<file path="src/rtl/morse_rx.sv">
// Serial Morse receiver for letters A-H: synchronises the dot/dash line, frames
// each 11-bit symbol at mid-bit sample points and decodes it to a 3-bit code.
module morse_rx #(
  parameter int CLKS_PER_BIT = 250,
  parameter int CNT_BITS     = 8,
  parameter int FRAME_BITS   = 11
) (
  input  logic       ClockIn,
  input  logic       Reset,
  input  logic       DotDashIn,
  output logic [2:0] Letter,
  output logic       LetterValid,
  output logic       FrameError,
  output logic       Busy
);

  typedef enum logic [2:0] {
    IDLE  = 3'd0,
    ALIGN = 3'd1,
    SHIFT = 3'd2,
    DONE  = 3'd3,
    TAIL  = 3'd4
  } state_t;

  localparam logic [CNT_BITS-1:0] HALF      = CNT_BITS'(CLKS_PER_BIT / 2);
  localparam logic [CNT_BITS-1:0] TAIL_LOAD = CNT_BITS'(CLKS_PER_BIT / 2 - 1);
  localparam logic [CNT_BITS-1:0] RELOAD    = CNT_BITS'(CLKS_PER_BIT - 1);
  localparam logic [3:0]          REST_BITS = 4'(FRAME_BITS - 1);

  // Returns {hit, code}; hit is 0 when the frame matches no letter.
  function automatic logic [3:0] decode(input logic [FRAME_BITS-1:0] f);
    case (f)
      11'b10111000000: decode = 4'b1000;
      11'b11101010100: decode = 4'b1001;
      11'b11101011101: decode = 4'b1010;
      11'b11101010000: decode = 4'b1011;
      11'b10000000000: decode = 4'b1100;
      11'b10101110100: decode = 4'b1101;
      11'b11101110100: decode = 4'b1110;
      11'b10101010000: decode = 4'b1111;
      default:         decode = 4'b0000;
    endcase
  endfunction

  state_t                  state_q, state_d;
  logic                    sync1_q, s_q, samp_q;
  logic [CNT_BITS-1:0]     cnt_q, cnt_d;
  logic [3:0]              bits_q, bits_d;
  logic [FRAME_BITS-1:0]   frame_q, frame_d;
  logic [2:0]              letter_q, letter_d;
  logic                    vld_q, vld_d;
  logic                    err_q, err_d;
  logic [3:0]              dec;

  always_ff @(posedge ClockIn or posedge Reset) begin
    if (Reset) begin
      sync1_q  <= 1'b0;
      s_q      <= 1'b0;
      samp_q   <= 1'b0;
      state_q  <= IDLE;
      cnt_q    <= '0;
      bits_q   <= '0;
      frame_q  <= '0;
      letter_q <= '0;
      vld_q    <= 1'b0;
      err_q    <= 1'b0;
    end else begin
      sync1_q  <= DotDashIn;
      s_q      <= sync1_q;
      samp_q   <= s_q;
      state_q  <= state_d;
      cnt_q    <= cnt_d;
      bits_q   <= bits_d;
      frame_q  <= frame_d;
      letter_q <= letter_d;
      vld_q    <= vld_d;
      err_q    <= err_d;
    end
  end

  // samp_q holds s one clock late: each sample point sits at E0+H+k*CLKS_PER_BIT
  // while its decision lands on the following edge, hence the H-long ALIGN count.
  always_comb begin
    state_d  = state_q;
    cnt_d    = cnt_q;
    bits_d   = bits_q;
    frame_d  = frame_q;
    letter_d = letter_q;
    vld_d    = 1'b0;
    err_d    = 1'b0;
    dec      = decode(frame_q);
    case (state_q)
      IDLE: begin
        if (s_q) begin
          state_d = ALIGN;
          cnt_d   = HALF;
        end
      end
      ALIGN: begin
        if (cnt_q == '0) begin
          if (samp_q) begin
            // Start bit enters at the LSB and reaches bit 10 after the remaining shifts.
            frame_d = {{(FRAME_BITS-1){1'b0}}, 1'b1};
            bits_d  = REST_BITS;
            cnt_d   = RELOAD;
            state_d = SHIFT;
          end else begin
            state_d = IDLE;
          end
        end else begin
          cnt_d = cnt_q - 1'b1;
        end
      end
      SHIFT: begin
        if (cnt_q == '0) begin
          frame_d = {frame_q[FRAME_BITS-2:0], samp_q};
          bits_d  = bits_q - 1'b1;
          cnt_d   = RELOAD;
          if (bits_q == 4'd1) state_d = DONE;
        end else begin
          cnt_d = cnt_q - 1'b1;
        end
      end
      DONE: begin
        if (dec[3]) begin
          letter_d = dec[2:0];
          vld_d    = 1'b1;
        end else begin
          err_d = 1'b1;
        end
        cnt_d   = TAIL_LOAD;
        state_d = TAIL;
      end
      TAIL: begin
        if (cnt_q == '0) state_d = IDLE;
        else             cnt_d   = cnt_q - 1'b1;
      end
      default: state_d = IDLE;
    endcase
  end

  assign Letter      = letter_q;
  assign LetterValid = vld_q;
  assign FrameError  = err_q;
  assign Busy        = (state_q != IDLE);

endmodule

</file>
<file path="config.mk">
export PLATFORM = sky130hd
export DESIGN_NAME = morse_rx
export DESIGN_NICKNAME = d
export VERILOG_FILES = /design/src/rtl/morse_rx.sv
export SDC_FILE = /design/constraint.sdc
export NUM_CORES = 1
export LEC_CHECK = 0
export BUFFER_PORTS_ARGS = -buffer_cell sky130_fd_sc_hd__buf_2
export CAP_MARGIN = 20
export CELL_PAD_IN_SITES_DETAIL_PLACEMENT = 1
export CELL_PAD_IN_SITES_GLOBAL_PLACEMENT = 1
export CORE_MARGIN = 1
export CORE_UTILIZATION = 40
export DETAILED_ROUTE_END_ITERATION = 16
export PLACE_DENSITY_LB_ADDON = 0.1
export SYNTH_ARGS = -nofsm -noshare
export SYNTH_HDL_FRONTEND = slang
export SYNTH_SLANG_ARGS = --single-unit
</file>
<file path="constraint.sdc">
create_clock -name ClockIn -period 3.1 [get_ports ClockIn]
set_input_delay 0.31 -clock ClockIn [delete_from_list [all_inputs] [get_ports ClockIn]]
set_output_delay 0.31 -clock ClockIn [all_outputs]
set_load 0.01 [all_outputs]
</file>
* Yosys cells after proc, flatten, opt, wreduce, memory -nomap -nowiden
Index checks and enable logic that the tools add are counted.
Cells by class: add/subtract/negate cells 2, equal/unequal tests 21, multiplexer cells 26, reduce and logical (&&, ||, !) cells 9
Operators by type and width (number):
- $eq 11x11->1 const B | 8
- $mux 8 | 5
- $pmux 8 s5 | 1
- $mux 11 | 3
- $pmux 4 s8 | 1
- $pmux 11 s2 | 1
- $mux 3 | 5
- $pmux 3 s5 | 1
- $ne 2x2->1 const B | 7
- $mux 4 | 3
- $logic_not 8->1 | 1
- $pmux 4 s2 | 1
- $reduce_and 4->1 | 2
- $sub 8x1->8 const B | 1
- $eq 3x2->1 const B | 2
- $reduce_and 5->1 | 1
- $reduce_bool 5->1 | 1
- $eq 4x1->1 const B | 1
- $mux 1 | 4
- $sub 4x1->4 const B | 1
- $eq 3x1->1 const B | 1
- $eq 3x3->1 const B | 1
- $logic_not 3->1 | 1
- $ne 3x3->1 const B | 1
- 4 further kinds | 4
Storage, ports and cells: register bits 34, bits of input ports 3, word-level logic and storage cells 68

* Longest topological paths before layout
Gate-level depths: netlist of the first run.
depth in word-level cells 4, mapped depth 9

* Least setup slack after synthesis of the first run
No wires, ideal clock.
path type register -> register, start point reg cnt_q[0], end point reg frame_q[3], data arrival time 2.173 ns, setup slack 0.806 ns, cell stages (with the launch flop) 9, period minus slack after synthesis 2.294 ns, path through dfrtp_1 inv_1 ha_1 or4b_4 or2_0 clkbuf_1 a211o_1 buf_2 a22o_2
On the way: cells in the longest elaborated chain, start to end 3, elaborated cells between the ends (all ways) 4, classes of those cells eq/ne (2); reduce/logical (2)
RTL lines:
- start, declared | RTL line 47 | logic [CNT_BITS-1:0] cnt_q, cnt_d;
- start signal, assigned | RTL line 72 | cnt_q <= cnt_d;
- $logic_not 8->1 (*) | RTL line 100, 115
- $ne 2x2->1 (no source line)
- $reduce_and 4->1 (no source line) (*)
- end signal, assigned | RTL line 74 | frame_q <= frame_d;
- end, declared | RTL line 49 | logic [FRAME_BITS-1:0] frame_q, frame_d;
Mark *: on every way between the ends. The rest lies on a longest branch, timed or not. A chain may end at the register's enable or synchronous reset.

* Worst setup path in the final report of the first run
start point reg cnt_q[0], end point reg cnt_q[2]
On the way: cells in the longest elaborated chain, start to end 3, elaborated cells between the ends (all ways) 9, classes of those cells add/sub (1); eq/ne (2); mux (4); reduce/logical (2)
RTL lines:
- $sub 8x1->8 / $logic_not 8->1 (equally long branches)
- $mux 8 (tied with other cells) | RTL line 135 | if (cnt_q == '0) state_d = IDLE;
- $pmux 8 s5 / $reduce_and 4->1 (equally long branches)
Parallel ways exist; a longest one is shown, timed or not. The select of a mux whose other input is x is not followed.

==> results_dict.tcl, run 1 <==
set metrics [dict create \
    status "finished clean" \
    nets 186 \
    seq_area_frac_synth_pct 49.3 \
    drtPass1Iterations 4 \
    grt_setup_unrepaired "no" \
    n_fill_cell 469 \
    crit_arrival_ns 2.69 \
    viasPerCell 5.93 \
    ff_latch_area_um2 851 \
    overflow 0 \
    ir_drop_uv 282 \
    r2r_slack_ns 0.57 \
    multiInputGateArea_um2 816 \
    portBuffers 8 \
    synth_flop_cell "dfrtp_1" \
    synth_cell_types 48 \
    setup.worst_path.start "cnt_q[0]" \
    wl_um 4100 \
    cts_max_level 2 \
    wl_per_cell_um 17.8 \
    cts_setup_buffers 0 \
    post_cts_resized 0 \
    first_global_vias 1394 \
    r2r-start "cnt_q[0]" \
    final_cell_mix "dfrtp_1 (34), o21ai_0 (11), a21oi_1 (11)" \
    synth_edf_count 0 \
    dp_cells 223 \
    pin_count 9 \
    netlist_instances 170 \
    hold_viol 0 \
    via_count 1364 \
    cts_sinks 34 \
    drc_errors 0 \
    ys_top_cells_by_area "dfrtp_1 (49%), a22o_1 (4.6%), a21oi_1 (3.2%)" \
    drtIter0Drc 36 \
    antenna_found_initial 0 \
    grt_first_pass_wirelength_um 7070 \
    synth.avg_cell_area_um2 10.1 \
    synth-async-reset-ratio_pct 100 \
    postLayoutCellArea_um2 1930 \
    instances_no_fill 230 \
    worst-slew-pin-transition_ns 1.09 \
    antenna_cells 0 \
    start_util_pct 42.5 \
    synthToLayoutAreaGrowth_pct 11.8 \
    path_max_fanout 8 \
    fin_crit_sh_pct 81.5 \
    relSlewSlack_pct 27.6 \
    cts_root_buf "clkbuf_8" \
    criticalPathCategory "reg2reg" \
    ys_seq_elements 34 \
    clk_pin_slew_ns 0.07 \
    rr_worst_depth 7 \
    required_ns 3.26 \
    r2r_end "cnt_q[2]" \
    gp_congestion 0.860 \
    drive_above_1_share_pct 15.6 \
    cts_tree "done" \
    final_antenna_net_count 0 \
    dp.final_hpwl_um 2940 \
    fmaxAchievable_mhz 396 \
    start_kind "flop" \
    synth_fp_nets 176 \
    power.leakage_nw 0.859 \
    fp.coreArea_um2 4060 \
    netlist_area_um2 1720 \
    dpl-instance-area_um2 1810 \
    die_w_um 67.7 \
    yosysWarnings 0 \
    cts_buffers 5 \
    timing.setup.tns_ns 0 \
    grtUsageTotal_pct 21.4 \
    grt_max_degree 35 \
    die_y_um 67.7 \
    setup_violations 0 \
    power.density_nw_per_um2 573 \
    rows 23 \
    maxCapViolations 0 \
    maxSlewViolCount 0 \
    fin_hold_ws_ns 0.113 \
    min_period_ns 2.53 \
    fin_util_pct 47.5 \
    fin_skew_ns 0.00539 \
    insertion_delay_ns 0.28 \
    synth_top_cell_by_area "dfrtp_1" \
    final_common_cell "dfrtp_1" \
    cp-end-kind "flop" \
    dieArea_um2 4580 \
    cts.path.max_buffers 2 \
    synth_top_area_share_pct 49.3 \
    hold_path_class "in2async" \
    holdBufCountCts 0 \
]
cell families (layout without fill, tap and decap cells):
logic type               Yosys count  count (layout)  share of synthesized area [%]
XOR/XNOR                           2               2                           1.02
AO/OA/AOI/OAI                     56              56                           22.6
AND/OR/NAND/NOR                   58              58                           20.2
adder cells (fa/ha/maj)            3               3                           2.18
multiplexers                       2               2                           1.31
buffers and inverters             15              25                           3.34
flip-flops                        34              34                           49.3
stage by stage:
stage,setup WS [ns],power (mW)
floorplan,0.806,0.645
finish,0.572,1.10
global placement,0.730,0.691
global route,0.451,1.17
detailed placement,0.614,0.694
CTS,0.579,1.11
worst max-delay path: stages (launching register included):
cell and delay (ns):
dfrtp_1 0.41, inv_1 0.08, ha_1 0.25, or4b_4 0.25
o21ai_0 0.15, a221oi_1 0.93, a21oi_1 0.15, o21bai_1 0.20
flip-flops by register name, summed over array words and instances (netlist names):
| register | cells |
|---|---|
| frame_q | 11 |
| samp_q | 1 |
| FrameError | 1 |
| LetterValid | 1 |
| cnt_q | 8 |
| s_q | 1 |
| Letter | 3 |
| bits_q | 4 |
| state_q | 3 |
| sync1_q | 1 |
power breakdown:
part           switching [mW]  total (mW)  internal [mW]
Combinational          0.0879       0.161         0.0730
Clock                   0.156       0.414          0.257
Sequential             0.0468       0.530          0.483
Yosys cell counts, drive strengths merged, types with 4 or more instances:
master / number
a31oi: 5
inv: 8
nor3: 5
or3: 7
nor2: 9
nand3: 6
a22o: 11
o21ai: 11
clkbuf: 6
nor2b: 4
nand2: 7
a21oi: 12
dfrtp: 34
routing by layer:
| metal | up-vias | track usage (%) | share of wire (%) |
|---|---|---|---|
| li1 | 652 | - | - |
| met1 | 686 | 31.3 | 51 |
| met2 | 20 | 30.3 | 44 |
| met3 | 6 | 6.08 | 3.5 |
| met4 | 0 | 6.38 | 1.0 |
| met5 | - | 0 | 0 |
worst max path at each step:
stage | to | slack, ns
final | cnt_q[2] | 0.57
after global routing | frame_q[8] | 0.45
after CTS | frame_q[8] | 0.58
after detailed placement | frame_q[8] | 0.61
after global placement | cnt_q[2] | 0.73
after floorplan | frame_q[3] | 0.81
cell type report:
| type | instances | area share [%] |
|---|---|---|
| Clock inverter | 1 | 1.56 |
| Inverter | 8 | 1.56 |
| Sequential cell | 34 | 44.2 |
| Multi-Input combinational cell | 121 | 42.3 |
| Clock buffer | 6 | 4.29 |
| Timing Repair Buffer | 10 | 2.86 |
| Tap cell | 50 | 3.25 |
(Power assumes the default switching activity.)
==> inputs of run 2 (changes only) <==
Clock period 3.1 ns to 2.3 ns, I/O delays scaled along.
==> run 2 against run 1 <==
  * Combinational power rose by 49%
  * Power rose by 29%
  * Worst hold slack got worse by 0.083 ns
  * Register-to-register slack got worse by 0.54 ns
  * Routed wire length rose by 1.5%
  * Die area did not move
  * First-iteration DRC count rose by 69%
  * Worst setup slack got worse by 0.54 ns
  * Sequential share of layout area fell by 2.0 points
  * Highest routed layer unchanged
==> results_dict.tcl, run 2 (same netlist as run 1, synthesis figures left out) <==
set metrics [dict create \
    die_y_um 67.7 \
    grt_max_degree 35 \
    fin_skew_ns 0.00356 \
    dp_cells 235 \
    wl_um 4160 \
    gp_congestion 0.882 \
    relSlewSlack_pct 57.9 \
    pin_count 9 \
    fin_crit_sh_pct 98.6 \
    grt_first_pass_wirelength_um 6930 \
    setup_violations 0 \
    hold_path_class "in2async" \
    maxSlewViolCount 0 \
    cts_max_level 2 \
    antenna_cells 0 \
    hold_viol 0 \
    cts.path.max_buffers 2 \
    cp_slowest_stage_delay_ns 0.55 \
    final_antenna_net_count 0 \
    cts_tree "done" \
    final_common_cell "dfrtp_1" \
    power.leakage_nw 0.920 \
    criticalPathCategory "reg2reg" \
    maxCapViolations 0 \
    die_w_um 67.7 \
    multiInputGateArea_um2 821 \
    cp-end-kind "flop" \
    ir_drop_uv 359 \
    nets 200 \
    n_fill_cell 470 \
    fmaxAchievable_mhz 441 \
    via_count 1442 \
    drc_errors 0 \
    insertion_delay_ns 0.29 \
    reg.largest.list "frame_q (11), cnt_q (8), bits_q (4)" \
    final_cell_mix "dfrtp_1 (34), buf_4 (16), o21ai_0 (11), a21oi_1 (11)" \
    required_ns 2.47 \
    largest-register "frame_q" \
    path_max_fanout 3 \
    synthToLayoutAreaGrowth_pct 17.1 \
    cp_cell_sequence "or4_1 -> or3_1 -> a211o_1 -> a21oi_2 -> mux2_1" \
    start_util_pct 42.5 \
    wl_per_cell_um 17.0 \
    grtUsageTotal_pct 20.8 \
    status "finished clean" \
    portBuffers 8 \
    rows 23 \
    drive_above_1_share_pct 23.1 \
    instances_no_fill 245 \
    ff_latch_area_um2 851 \
    dieArea_um2 4580 \
    holdBufCountCts 0 \
    drtIter0Drc 61 \
    worst-slew-pin-transition_ns 0.624 \
    cts_buffers 5 \
    start_kind "flop" \
    drtPass1Iterations 4 \
    first_global_vias 1413 \
    power.density_nw_per_um2 703 \
    fp.coreArea_um2 4060 \
    largest_reg_flops 11 \
    min_period_ns 2.27 \
    postLayoutCellArea_um2 2020 \
    dp.final_hpwl_um 3010 \
    overflow 0 \
    viasPerCell 5.89 \
    antenna_found_initial 0 \
    crit_arrival_ns 2.44 \
    dpl-instance-area_um2 1900 \
    cts_root_buf "clkbuf_8" \
    crit_slowest_cell "or4_1" \
    clk_pin_slew_ns 0.07 \
    cts_sinks 34 \
]
==> run 2: cell types whose count changed in the layout (fill, tap and decap cells not counted), sizes merged <==
cell / before / now
buf: 10 / 24
bufinv: 1 / 0
clkinvlp: 0 / 1
clkinv: 0 / 1
==> run 2: final cells by class <==
| class | count | area share [%] |
|---|---|---|
| Timing Repair Buffer | 24 | 7.93 |
| Clock buffer | 6 | 4.09 |
| Tap cell | 50 | 3.10 |
| Multi-Input combinational cell | 121 | 40.6 |
| Clock inverter | 2 | 0.620 |
| Inverter | 8 | 1.49 |
| Sequential cell | 34 | 42.1 |
==> run 2: where the power goes <==
group / internal (mW) / switching [mW]
Clock: 0.241 / 0.230
Combinational: 0.118 / 0.121
Sequential: 0.650 / 0.0587
==> run 2: stage by stage <==
step                worst slack [ns]   TNS (ns)  util, %  power [mW]  hold slack [ns]
floorplan                    0.00612          0        -       0.870            0.261
global placement              0.0741          0     46.9       0.940            0.339
detailed placement         -0.000212  -0.000212     46.9       0.959            0.336
CTS                          0.00340          0     49.3        1.44           0.0364
global route                -0.00430   -0.00430     49.8        1.50           0.0394
finish                        0.0323          0     49.8        1.42           0.0305
==> run 2: worst paths after layout <==
path                                  from         to  slack, ns  depth (start not counted)
max in group asynchronous            Reset   cnt_q[7]       1.95                          3
worst min register to register     sync1_q        s_q       0.36                          0
min in group ClockIn             DotDashIn    sync1_q       0.05                          1
worst min-delay path                 Reset  Letter[0]       0.03                          3
worst max-delay path            frame_q[3]  Letter[1]       0.03                          5
worst max register to register  frame_q[3]  Letter[1]       0.03                          5
==> run 2: worst max-delay path, delay by kind of cell (launching register included) <==
family           cells  cell delay, ns
AND/OR/NAND/NOR      2            0.92
AO/OA/AOI/OAI        2            0.51
multiplexers         1            0.34
flip-flops           1            0.38
==> run 2: metal layers <==
metal / track usage, % / vias to the layer above / part of all wire [%]
li1: - / 684 / -
met1: 29.9 / 732 / 52
met2: 30.6 / 21 / 45
met3: 5.41 / 5 / 3.0
met4: 5.05 / 0 / 0.84
met5: 0 / - / 0
==> run 2: what timing repair did <==
item / in CTS / in global routing
resized for setup: 0 / 2
setup endpoints to repair: 2 / 10
gates cloned: 0 / 0
pin swaps: 1 / 2
hold endpoints to repair: 0 / 0
buffers inserted: 0 / 2
